**src/rtl/bsg_manycore_link_to_axil_rx.sv**
```systemverilog
// bsg_manycore_link_to_axil_rx
//   Host-bound half of the AXI-Lite host link. Buffers full-width manycore
//   packets in a small FIFO and serializes each into axil_data_width_p words
//   (word 0 = LSBs) for the host's AXI-Lite read-data path. rx_words_o counts
//   words held in buffer + serializer so the host knows how many reads it may
//   issue.
// Ports
//   clk_i, reset_n_i            clock, synchronous active-low reset
//   fifo_req_i/_v_i/_ready_o    packet input from the endpoint
//   axil_rsp_o/_v_o/_ready_i    word output to the host
//   rx_words_o                  buffered word count
//   rx_pkt_cnt_o                accepted-packet counter
// Configuration
//   BSG_MANYCORE_LINK_RX_PKT_CNT_EN: when defined, rx_pkt_cnt_o is a wrapping
//   32-bit accepted-packet counter; otherwise it is tied to 0.
module bsg_manycore_link_to_axil_rx #(
  parameter int host_fifo_width_p = 128,
  parameter int axil_data_width_p = 32,
  parameter int rx_fifo_els_p     = 4,
  localparam int ratio_lp     = host_fifo_width_p / axil_data_width_p,
  localparam int cnt_width_lp = $clog2(ratio_lp * (rx_fifo_els_p + 1) + 1)
) (
  input  logic                         clk_i,
  input  logic                         reset_n_i,
  input  logic [host_fifo_width_p-1:0] fifo_req_i,
  input  logic                         fifo_req_v_i,
  output logic                         fifo_req_ready_o,
  output logic [axil_data_width_p-1:0] axil_rsp_o,
  output logic                         axil_rsp_v_o,
  input  logic                         axil_rsp_ready_i,
  output logic [cnt_width_lp-1:0]      rx_words_o,
  output logic [31:0]                  rx_pkt_cnt_o
);

  localparam int ptr_width_lp  = (rx_fifo_els_p > 1) ? $clog2(rx_fifo_els_p) : 1;
  localparam int fcnt_width_lp = $clog2(rx_fifo_els_p + 1);
  localparam int w_width_lp    = (ratio_lp > 1) ? $clog2(ratio_lp) : 1;
  localparam logic [w_width_lp-1:0]   w_last_lp  = w_width_lp'(ratio_lp - 1);
  localparam logic [ptr_width_lp-1:0] ptr_last_lp = ptr_width_lp'(rx_fifo_els_p - 1);
  localparam logic [fcnt_width_lp-1:0] fifo_full_lp = fcnt_width_lp'(rx_fifo_els_p);

  typedef enum logic {IDLE, SEND} state_e;

  typedef logic [ratio_lp-1:0][axil_data_width_p-1:0] pkt_t;

  // input buffer
  pkt_t [rx_fifo_els_p-1:0]  mem_q;
  logic [ptr_width_lp-1:0]   wr_ptr_q, rd_ptr_q;
  logic [fcnt_width_lp-1:0]  fcnt_q;
  logic                      fifo_empty, push, pop;

  // serializer
  state_e                    state_q, state_d;
  logic [w_width_lp-1:0]     w_q, w_d;
  pkt_t                      pkt_q, pkt_d;
  logic                      hs;

  logic [cnt_width_lp-1:0]   words_q, words_d;

  assign fifo_empty       = (fcnt_q == '0);
  assign fifo_req_ready_o = reset_n_i && (fcnt_q != fifo_full_lp);
  assign push             = fifo_req_v_i & fifo_req_ready_o;
  assign hs               = (state_q == SEND) & axil_rsp_ready_i;

  assign axil_rsp_v_o = reset_n_i && (state_q == SEND);
  assign axil_rsp_o   = pkt_q[w_q];
  assign rx_words_o   = reset_n_i ? words_q : '0;

  // data array carries no reset; occupancy is tracked by pointers/count
  always_ff @(posedge clk_i) begin
    if (push) mem_q[wr_ptr_q] <= fifo_req_i;
  end

  always_ff @(posedge clk_i) begin
    if (!reset_n_i) begin
      wr_ptr_q <= '0;
      rd_ptr_q <= '0;
      fcnt_q   <= '0;
    end else begin
      if (push) wr_ptr_q <= (wr_ptr_q == ptr_last_lp) ? '0 : wr_ptr_q + 1'b1;
      if (pop)  rd_ptr_q <= (rd_ptr_q == ptr_last_lp) ? '0 : rd_ptr_q + 1'b1;
      fcnt_q <= fcnt_q + fcnt_width_lp'(push) - fcnt_width_lp'(pop);
    end
  end

  always_comb begin
    state_d = state_q;
    w_d     = w_q;
    pkt_d   = pkt_q;
    pop     = 1'b0;
    case (state_q)
      IDLE: begin
        if (!fifo_empty) begin
          pop     = 1'b1;
          pkt_d   = mem_q[rd_ptr_q];
          w_d     = '0;
          state_d = SEND;
        end
      end
      SEND: begin
        if (axil_rsp_ready_i) begin
          if (w_q != w_last_lp) begin
            w_d = w_q + 1'b1;
          end else if (!fifo_empty) begin
            // reload on the last word so back-to-back packets have no bubble
            pop   = 1'b1;
            pkt_d = mem_q[rd_ptr_q];
            w_d   = '0;
          end else begin
            state_d = IDLE;
          end
        end
      end
      default: state_d = IDLE;
    endcase
  end

  // a push and a word handshake in the same cycle net to +(ratio_lp-1)
  always_comb begin
    words_d = words_q;
    if (push) words_d = words_d + cnt_width_lp'(ratio_lp);
    if (hs)   words_d = words_d - 1'b1;
  end

  always_ff @(posedge clk_i) begin
    if (!reset_n_i) begin
      state_q <= IDLE;
      w_q     <= '0;
      pkt_q   <= '0;
      words_q <= '0;
    end else begin
      state_q <= state_d;
      w_q     <= w_d;
      pkt_q   <= pkt_d;
      words_q <= words_d;
    end
  end

`ifdef BSG_MANYCORE_LINK_RX_PKT_CNT_EN
  logic [31:0] pkt_cnt_q;
  always_ff @(posedge clk_i) begin
    if (!reset_n_i) pkt_cnt_q <= '0;
    else if (push)  pkt_cnt_q <= pkt_cnt_q + 32'd1;
  end
  assign rx_pkt_cnt_o = reset_n_i ? pkt_cnt_q : '0;
`else
  assign rx_pkt_cnt_o = '0;
`endif

endmodule

```
**config.mk**
```make
export PLATFORM = sky130hd
export DESIGN_NAME = bsg_manycore_link_to_axil_rx
export DESIGN_NICKNAME = d
export VERILOG_FILES = /design/src/rtl/bsg_manycore_link_to_axil_rx.sv
export SDC_FILE = /design/constraint.sdc
export NUM_CORES = 1
export LEC_CHECK = 0
export ABC_CLOCK_PERIOD_IN_PS = 6030
export CAP_MARGIN = 20
export CORE_MARGIN = 4
export CORE_UTILIZATION = 30
export DETAILED_ROUTE_END_ITERATION = 16
export GPL_ROUTABILITY_DRIVEN = 0
export SYNTH_ARGS = -nofsm -noshare
export SYNTH_HDL_FRONTEND = slang
export SYNTH_SLANG_ARGS = --single-unit
```
**constraint.sdc**
```tcl
create_clock -name clk_i -period 6.03 [get_ports clk_i]
set_input_delay 1.206 -clock clk_i [delete_from_list [all_inputs] [get_ports clk_i]]
set_output_delay 1.206 -clock clk_i [all_outputs]
set_load 0.005 [all_outputs]
```
==> results of run 1 <==
==> registers in the layout, summed over array words and instances (netlist names) <==
register and cells:
words_q 5, mem_q 512, rd_ptr_q 2, wr_ptr_q 2
pkt_q 128, fcnt_q 3, w_q 2, state_q 1
==> power by group <==
group          leakage (nW)  switching [mW]  internal (mW)
clock                  1.14            1.72           2.56
sequential             5.82           0.369           5.43
combinational          2.48            1.49           1.36
total                  9.44            3.58           9.36
==> worst register-to-register path, delay by kind of cell, from the launching register on <==
kind            cells  cell delay, ns
fa+ha+maj           1            0.37
simple gates        2            0.80
flops               1            0.59
compound gates      2            0.50
buf+inv             1            0.89
==> how the worst min path moves through the flow <==
stage,start,end,slack [ns],depth (start not counted)
6_report,pkt_q[39],pkt_q[39],0.45,2
5_1_grt,pkt_q[28],pkt_q[28],0.47,2
4_1_cts,pkt_q[76],pkt_q[76],0.45,2
3_5_place_dp,pkt_q[76],pkt_q[76],0.44,2
3_3_place_gp,pkt_q[48],pkt_q[48],0.44,2
2_1_floorplan,pkt_q[64],pkt_q[64],0.43,2
==> metal layers <==
metal | up-vias | track usage (%)
met5 | - | 0
met4 | 18 | 3.94
met3 | 97 | 3.67
met2 | 304 | 20.6
met1 | 6552 | 17.8
li1 | 5687 | -
==> cell families after synthesis <==
family,synth area share (%)
mux,14.6
xor+xnor,0.248
simple gates,4.89
flops,73.7
fa+ha+maj,0.536
buf+inv,2.98
compound gates,3.06
other cells,0.0151
==> layout by cell type, fill, tap and decap left out, drive strengths merged, types with 2 or more instances in the layout <==
cell type	synthesis	final
edfxtp	512	512
buf	92	19
clkinvlp	0	3
clkdlybuf4s50	0	170
o31ai	2	2
nor2	15	15
mux4	160	160
and2	6	6
clkbuf	22	90
nand2	265	265
xnor2	6	6
or3	5	5
bufinv	0	7
o211ai	2	2
ha	9	9
a21oi	132	132
clkinv	0	22
and3	4	4
inv	6	10
diode	0	8
nand2b	2	2
dfxtp	143	143
conb	1	32
o21ai	2	2
==> cell type report <==
| cell class | count | area [µm²] |
|---|---|---|
| Antenna cell | 8 | 20.0 |
| Clock buffer | 90 | 1920 |
| Clock inverter | 36 | 397 |
| Fill cell | 7657 | 52200 |
| Inverter | 6 | 25.0 |
| Multi-Input combinational cell | 658 | 5930 |
| Sequential cell | 655 | 18300 |
| Tap cell | 1070 | 1340 |
| Timing Repair Buffer | 189 | 1940 |
==> metrics by stage <==
stage                     setup slack (ns)  power, mW  cell area, µm²
after global placement                2.03       8.75           27500
after detailed placement              2.01       8.83           27500
after global routing                  1.93       13.6           29800
after floorplan                      0.980       7.86           24900
after CTS                             2.00       13.1           29800
final                                 2.07       12.9           29800
==> key figures, run 1 <==
Outcome
  • Run status: finished clean

Timing
  • Unrepaired setup endpoints after global routing: no
  • Share of the clock period used by the worst path: 65.7%
  • Hold Slack: 0.453 ns
  • Final setup viols: 0
  • Final TNS setup: 0 ns
  • Number of hold-slack violations in the final timing report: 0
  • Worst-case clock skew: 0.0179 ns
  • Relative slew margins: 31.3%
  • Slew at the pin closest to its max-slew limit: 1.03 ns
  • Maximum operating frequency: 0.252 GHz
  • Final min period: 3.96 ns
  • Final number of max-transition violations: 0

Die
  • Site row count: 105
  • Die boundary width: 295 µm
  • Initial cell density of the core: 30.2%
  • Die Y-Extent: 295 µm
  • Placeable Area: 82000 µm²
  • Count of boundary I/O pins: 203
  • Die area: 87200 µm²

Worst setup path
  • Kind of end point of the critical path: output pin
  • Highest fanout seen on the critical path: 18
  • Worst reg-to-reg setup slack: 2.81 ns
  • Worst path buffer plus inverter count: 2
  • Reg-to-Reg End: pkt_q[19]
  • Required time at the worst-slack endpoint: 4.82 ns
  • Family with the most delay on the worst path: buffers and inverters
  • Crit path arrival time: 2.76 ns
  • Critical path capture point: axil_rsp_o[27]
  • Worst setup path startpoint: w_q[1]
  • Worst path max stage delay: 0.73 ns
  • R2R depth: 6
  • Reg-to-Reg Start: w_q[0]
  • Worst setup path class: reg2out
  • Cell breakdown of the critical path: buf_4, mux4_2, clkdlybuf4s50_1
  • Slowest cell on crit path: sky130_fd_sc_hd__dfxtp_2
  • Number of gates on the worst path with buffers counted: 3
  • Startpoint type of the worst setup path: flip-flop

Routing
  • Via count: 12700
  • TritonRoute pass-1 iters: 5
  • Final antenna-violating net count: 0
  • Met2 Wirelength: 27.1 mm
  • Routed len/inst: 21.1 µm
  • Post-DR vias/cell: 4.67
  • Wire length on met1: 24.7 mm
  • Detail Route met3 WL: 4.30 mm
  • Remaining DRCs: 0
  • Highest routed metal layer: met5
  • Detailed Route Iter0 Violations: 784
  • Total Wirelength: 57.4 mm

Synth
  • Sequential area share after synthesis: 73.7%
  • Number of synthesized register bits: 655
  • Post-synth top flop: sky130_fd_sc_hd__edfxtp_1
  • Cells after Synth: 1402
  • Cell with the most instances after synthesis: sky130_fd_sc_hd__edfxtp_1
  • Largest cells by area after synthesis: sky130_fd_sc_hd__edfxtp_1 (62%), sky130_fd_sc_hd__mux4_2 (15%), sky130_fd_sc_hd__dfxtp_1 (12%)
  • Async set-or-reset flop fraction in the synthesized netlist: 0%
  • List of most frequent post-synthesis cells: sky130_fd_sc_hd__edfxtp_1 (512), sky130_fd_sc_hd__nand2_1 (265), sky130_fd_sc_hd__mux4_2 (160)
  • Area share of the largest cell type after synthesis: 62.1%
  • Post-synth EDFFs: 512
  • Count of warnings emitted by yosys: 0
  • Area of the mapped netlist: 24800 µm²
  • Yosys cell types: 43
  • Syn_area_per_cell: 17.7 µm²
  • Cell type contributing the most total cell area after synthesis: sky130_fd_sc_hd__edfxtp_1

Pwr
  • Static power due to leakage: 9.44 nW
  • Power per cell area: 434 nW/µm²
  • Peak supply drop: 209 µV

Layout
  • Final core utilization: 36.4%
  • Layout overhead on the synthesized area: 20.5%
  • Layout Cells excl Fill: 2712
  • Number of nets in the layout: 1721
  • Share of cells above drive strength 1: 18.5%

Clock tree
  • TritonCTS clock tree: done
  • Number of buffers on the longest clock path: 3
  • CTS H-tree depth: 3
  • Skew-Pair Late Insertion Delay: 0.60 ns
  • Number of buffers created by CTS: 69
  • Hold buffer count at cts: 0
  • Number of gates resized after cts: 0
  • CTS sink count: 655
  • Clock root buffer master: sky130_fd_sc_hd__clkbuf_16
  • Clock-pin slew on the worst setup and hold paths: 0.06 ns
  • Post-CTS setup repair buffer count: 0

Place
  • Dpl cells: 2578
  • Number of I/O port buffers: 170
  • Placed wire-length estimate after detailed placement: 34.7 mm

Job
  • Max-capacitance violation count: 0

Global routing
  • GR Util All Layers: 13.1%
  • Global-route wire length before repair: 85.5 mm
  • Total overflow reported by the global router: 0
  • Largest net degree at the start of global routing: 92
  • Initial antenna violation count: 22
  • Vias in the first global route: 13100

Worst hold path
  • Hold/Removal Path Class: reg2reg
Power figures use the tool's default switching activity.
==> run 2, diff against run 1 <==
ABC_CLOCK_PERIOD_IN_PS = 4100   (was 6030)
clock period = 4.1 ns   (was 6.03 ns; I/O delays follow)
==> run 2 against run 1 <==
Net effect:
- total power increased by 43%
- sequential cell count unchanged
- non-clock buffer count increased by 11
- highest routed layer unchanged
- final cell count increased by 0.48%
- register-to-register slack got worse by 1.5 ns
- largest power group unchanged
- clock skew increased by 0.0044 ns
- wire length about the same
- critical path depth decreased by 1
- sequential share of layout area decreased by 0.051 points
- via count increased by 0.56%
- worst setup slack got worse by 1.5 ns
==> key figures, run 2 (synthesized netlist as in run 1, its figures left out) <==
Timing
  • Final min period: 3.52 ns
  • Hold Slack: 0.453 ns (+0.000353 ns)
  • Worst-case setup margin in the final layout: 0.583 ns (-1.48 ns)
  • Unrepaired setup endpoints after global routing: no
  • Share of the clock period used by the worst path: 85.8%
  • Final setup viols: 0 (unchanged)
  • Worst-case clock skew: 0.0222 ns (+0.00435 ns)
  • Relative slew margins: 39.4% (+8.1 points)
  • Maximum operating frequency: 0.284 GHz
  • Number of hold-slack violations in the final timing report: 0 (unchanged)
  • Slew at the pin closest to its max-slew limit: 0.909 ns (-0.121 ns)
  • Final TNS setup: 0 ns (unchanged)
  • Final number of max-transition violations: 0 (unchanged)

Routing
  • Detailed Route Iter0 Violations: 917 (+17%)
  • Final antenna-violating net count: 0 (unchanged)
  • Remaining DRCs: 0 (unchanged)
  • Total Wirelength: 57.4 mm (about the same)
  • TritonRoute pass-1 iters: 5 (unchanged)
  • Routed len/inst: 21.1 µm (-0.42%)
  • Post-DR vias/cell: 4.67 (about the same)
  • Via count: 12700 (+0.56%)

Die
  • Initial cell density of the core: 30.2% (unchanged)
  • Site row count: 105 (unchanged)
  • Die boundary width: 295 µm (unchanged)
  • Placeable Area: 82000 µm² (unchanged)
  • Die Y-Extent: 295 µm (unchanged)
  • Count of boundary I/O pins: 203 (unchanged)
  • Die area: 87200 µm² (unchanged)

Clock tree
  • Skew-Pair Late Insertion Delay: 0.60 ns (about the same)
  • CTS H-tree depth: 3 (unchanged)
  • Clock root buffer master: sky130_fd_sc_hd__clkbuf_16
  • Clock-pin slew on the worst setup and hold paths: 0.06 ns (about the same)
  • Number of gates resized after cts: 0 (unchanged)
  • Hold buffer count at cts: 0 (unchanged)
  • Post-CTS setup repair buffer count: 0 (unchanged)
  • TritonCTS clock tree: done
  • CTS sink count: 655 (unchanged)
  • Number of buffers on the longest clock path: 3 (unchanged)
  • Number of buffers created by CTS: 68 (-1.4%)

Worst setup path
  • Startpoint type of the worst setup path: flip-flop
  • Required time at the worst-slack endpoint: 3.28 ns (-1.54 ns)
  • Crit path arrival time: 2.70 ns (-0.06 ns)
  • Worst setup path class: reg2out
  • Worst path buffer plus inverter count: 1 (-1)
  • Worst path max stage delay: 0.89 ns (+0.16 ns)
  • Highest fanout seen on the critical path: 34 (+16)
  • Kind of end point of the critical path: output pin
  • Family with the most delay on the worst path: flip-flops
  • R2R depth: 10 (+4)
  • Number of gates on the worst path with buffers counted: 2 (-1)
  • Cell breakdown of the critical path: mux4_2, clkdlybuf4s50_1
  • Slowest cell on crit path: sky130_fd_sc_hd__dfxtp_4

Pwr
  • Relative contribution of sequential cells to total power: 46.2% (+1.3 points)
  • Share of total power in combinational logic: 22.7% (+0.7 points)
  • Static power due to leakage: 9.43 nW (-0.15%)
  • Switching Share: 28.0% (+0.30 points)
  • Clock network fraction of design power: 31.2% (-1.9 points)
  • Total design power: 18.5 mW (+43%)
  • Cell-internal power: 13.3 mW (+43%)
  • Peak supply drop: 418 µV (+100%)
  • Reported net switching power: 5.18 mW (+45%)
  • Power per cell area: 620 nW/µm² (+43%)

Place
  • Placed wire-length estimate after detailed placement: 35.9 mm (+3.5%)
  • Number of I/O port buffers: 170 (unchanged)
  • Worst setup timing slack at the placement stage: 0.735 ns (-1.28 ns)

Global routing
  • Initial antenna violation count: 26 (+18%)
  • Global-route wire length before repair: 85.3 mm (-0.17%)
  • GR Util All Layers: 13.1% (about the same)
  • Vias in the first global route: 13100 (+0.38%)
  • Total overflow reported by the global router: 0 (unchanged)
  • Largest net degree at the start of global routing: 133 (+45%)

Layout
  • Most frequent standard cell in the layout excluding fill and tap cells: sky130_fd_sc_hd__edfxtp_1
  • Layout filler cell count: 7611 (-0.60%)
  • Number of nets in the layout: 1731 (+0.58%)
  • Max reg flops: 512 (unchanged)
  • Leading cell types in the layout, fill and taps excluded: sky130_fd_sc_hd__edfxtp_1 (512), sky130_fd_sc_hd__nand2_1 (265), sky130_fd_sc_hd__clkdlybuf4s50_1 (170)
  • Top Registers: mem_q x512, pkt_q x128, words_q x5
  • Largest reg by FF count: mem_q
  • Share of cells above drive strength 1: 18.3% (-0.14 points)
  • Layout overhead on the synthesized area: 20.6% (about the same)

Outcome
  • Run status: finished clean

Worst hold path
  • Hold/Removal Path Class: reg2reg
  • Cell depth of the worst hold path: 2 (unchanged)

Job
  • Max-capacitance violation count: 0 (unchanged)
[run 2: cell types whose count changed in the layout (fill, tap and decap cells not counted), moves of 2 or more]
cell | previous run | this run
sky130_fd_sc_hd__clkinvlp_4 | 3 | 0
sky130_fd_sc_hd__clkbuf_8 | 7 | 5
sky130_fd_sc_hd__clkbuf_1 | 12 | 21
sky130_fd_sc_hd__buf_4 | 12 | 10
sky130_fd_sc_hd__bufinv_16 | 7 | 1
sky130_fd_sc_hd__buf_12 | 6 | 20
sky130_fd_sc_hd__diode_2 | 8 | 14
sky130_fd_sc_hd__clkbuf_16 | 71 | 69
sky130_fd_sc_hd__clkinv_8 | 1 | 3
sky130_fd_sc_hd__clkinv_2 | 14 | 12
[run 2: tightest hold or removal path, cell delays in order, from the launching register on]
cell                      delay (ns)
sky130_fd_sc_hd__dfxtp_1        0.31
sky130_fd_sc_hd__nand2_1        0.05
sky130_fd_sc_hd__a21oi_1        0.05
[run 2: power groups by stage]
stage / Combinational (mW) / Clock [mW] / Sequential [mW]
after floorplan: 3.19 / 0 / 8.35
after global routing: 4.62 / 6.22 / 8.64
after detailed placement: 4.30 / 0 / 8.70
final: 4.20 / 5.77 / 8.55
after CTS: 4.32 / 5.94 / 8.56
after global placement: 4.25 / 0 / 8.65
[run 2: worst paths after layout]
check / start / endpoint / slack [ns]
setup / recovery: w_q[0] / axil_rsp_o[13] / 0.58
hold / removal: pkt_q[68] / pkt_q[68] / 0.45
setup reg to reg: w_q[0] / fcnt_q[2] / 1.27
hold reg to reg: pkt_q[68] / pkt_q[68] / 0.45
[run 2: through the flow]
stage | cells | instance area [µm²] | utilization (%)
4_1_cts | 2711 | 29800 | 36.4
5_1_grt | 2715 | 29800 | 36.4
6_report | 2725 | 29800 | 36.4
2_1_floorplan | 1433 | 24900 | -
3_3_place_gp | 2589 | 27700 | 33.8
3_5_place_dp | 2589 | 27700 | 33.8
[run 2: layout make-up]
class | instances | area [µm²] | share of cell area [%]
Inverter | 6 | 25.0 | 0.0839
Clock inverter | 27 | 213 | 0.713
Multi-Input combinational cell | 658 | 5930 | 19.9
Timing Repair Buffer | 200 | 2180 | 7.29
Antenna cell | 14 | 35.0 | 0.117
Clock buffer | 95 | 1870 | 6.28
Sequential cell | 655 | 18300 | 61.2
Tap cell | 1070 | 1340 | 4.49
[run 2: per-layer routing]
metal  vias to the layer above  share of wire (%)  GRT usage (%)
met3                        80                8.1           4.31
met2                       320                 47           20.6
met4                        14                2.1           4.39
met5                         -               0.16              0
met1                      6586                 43           17.3
li1                       5729                  -              -
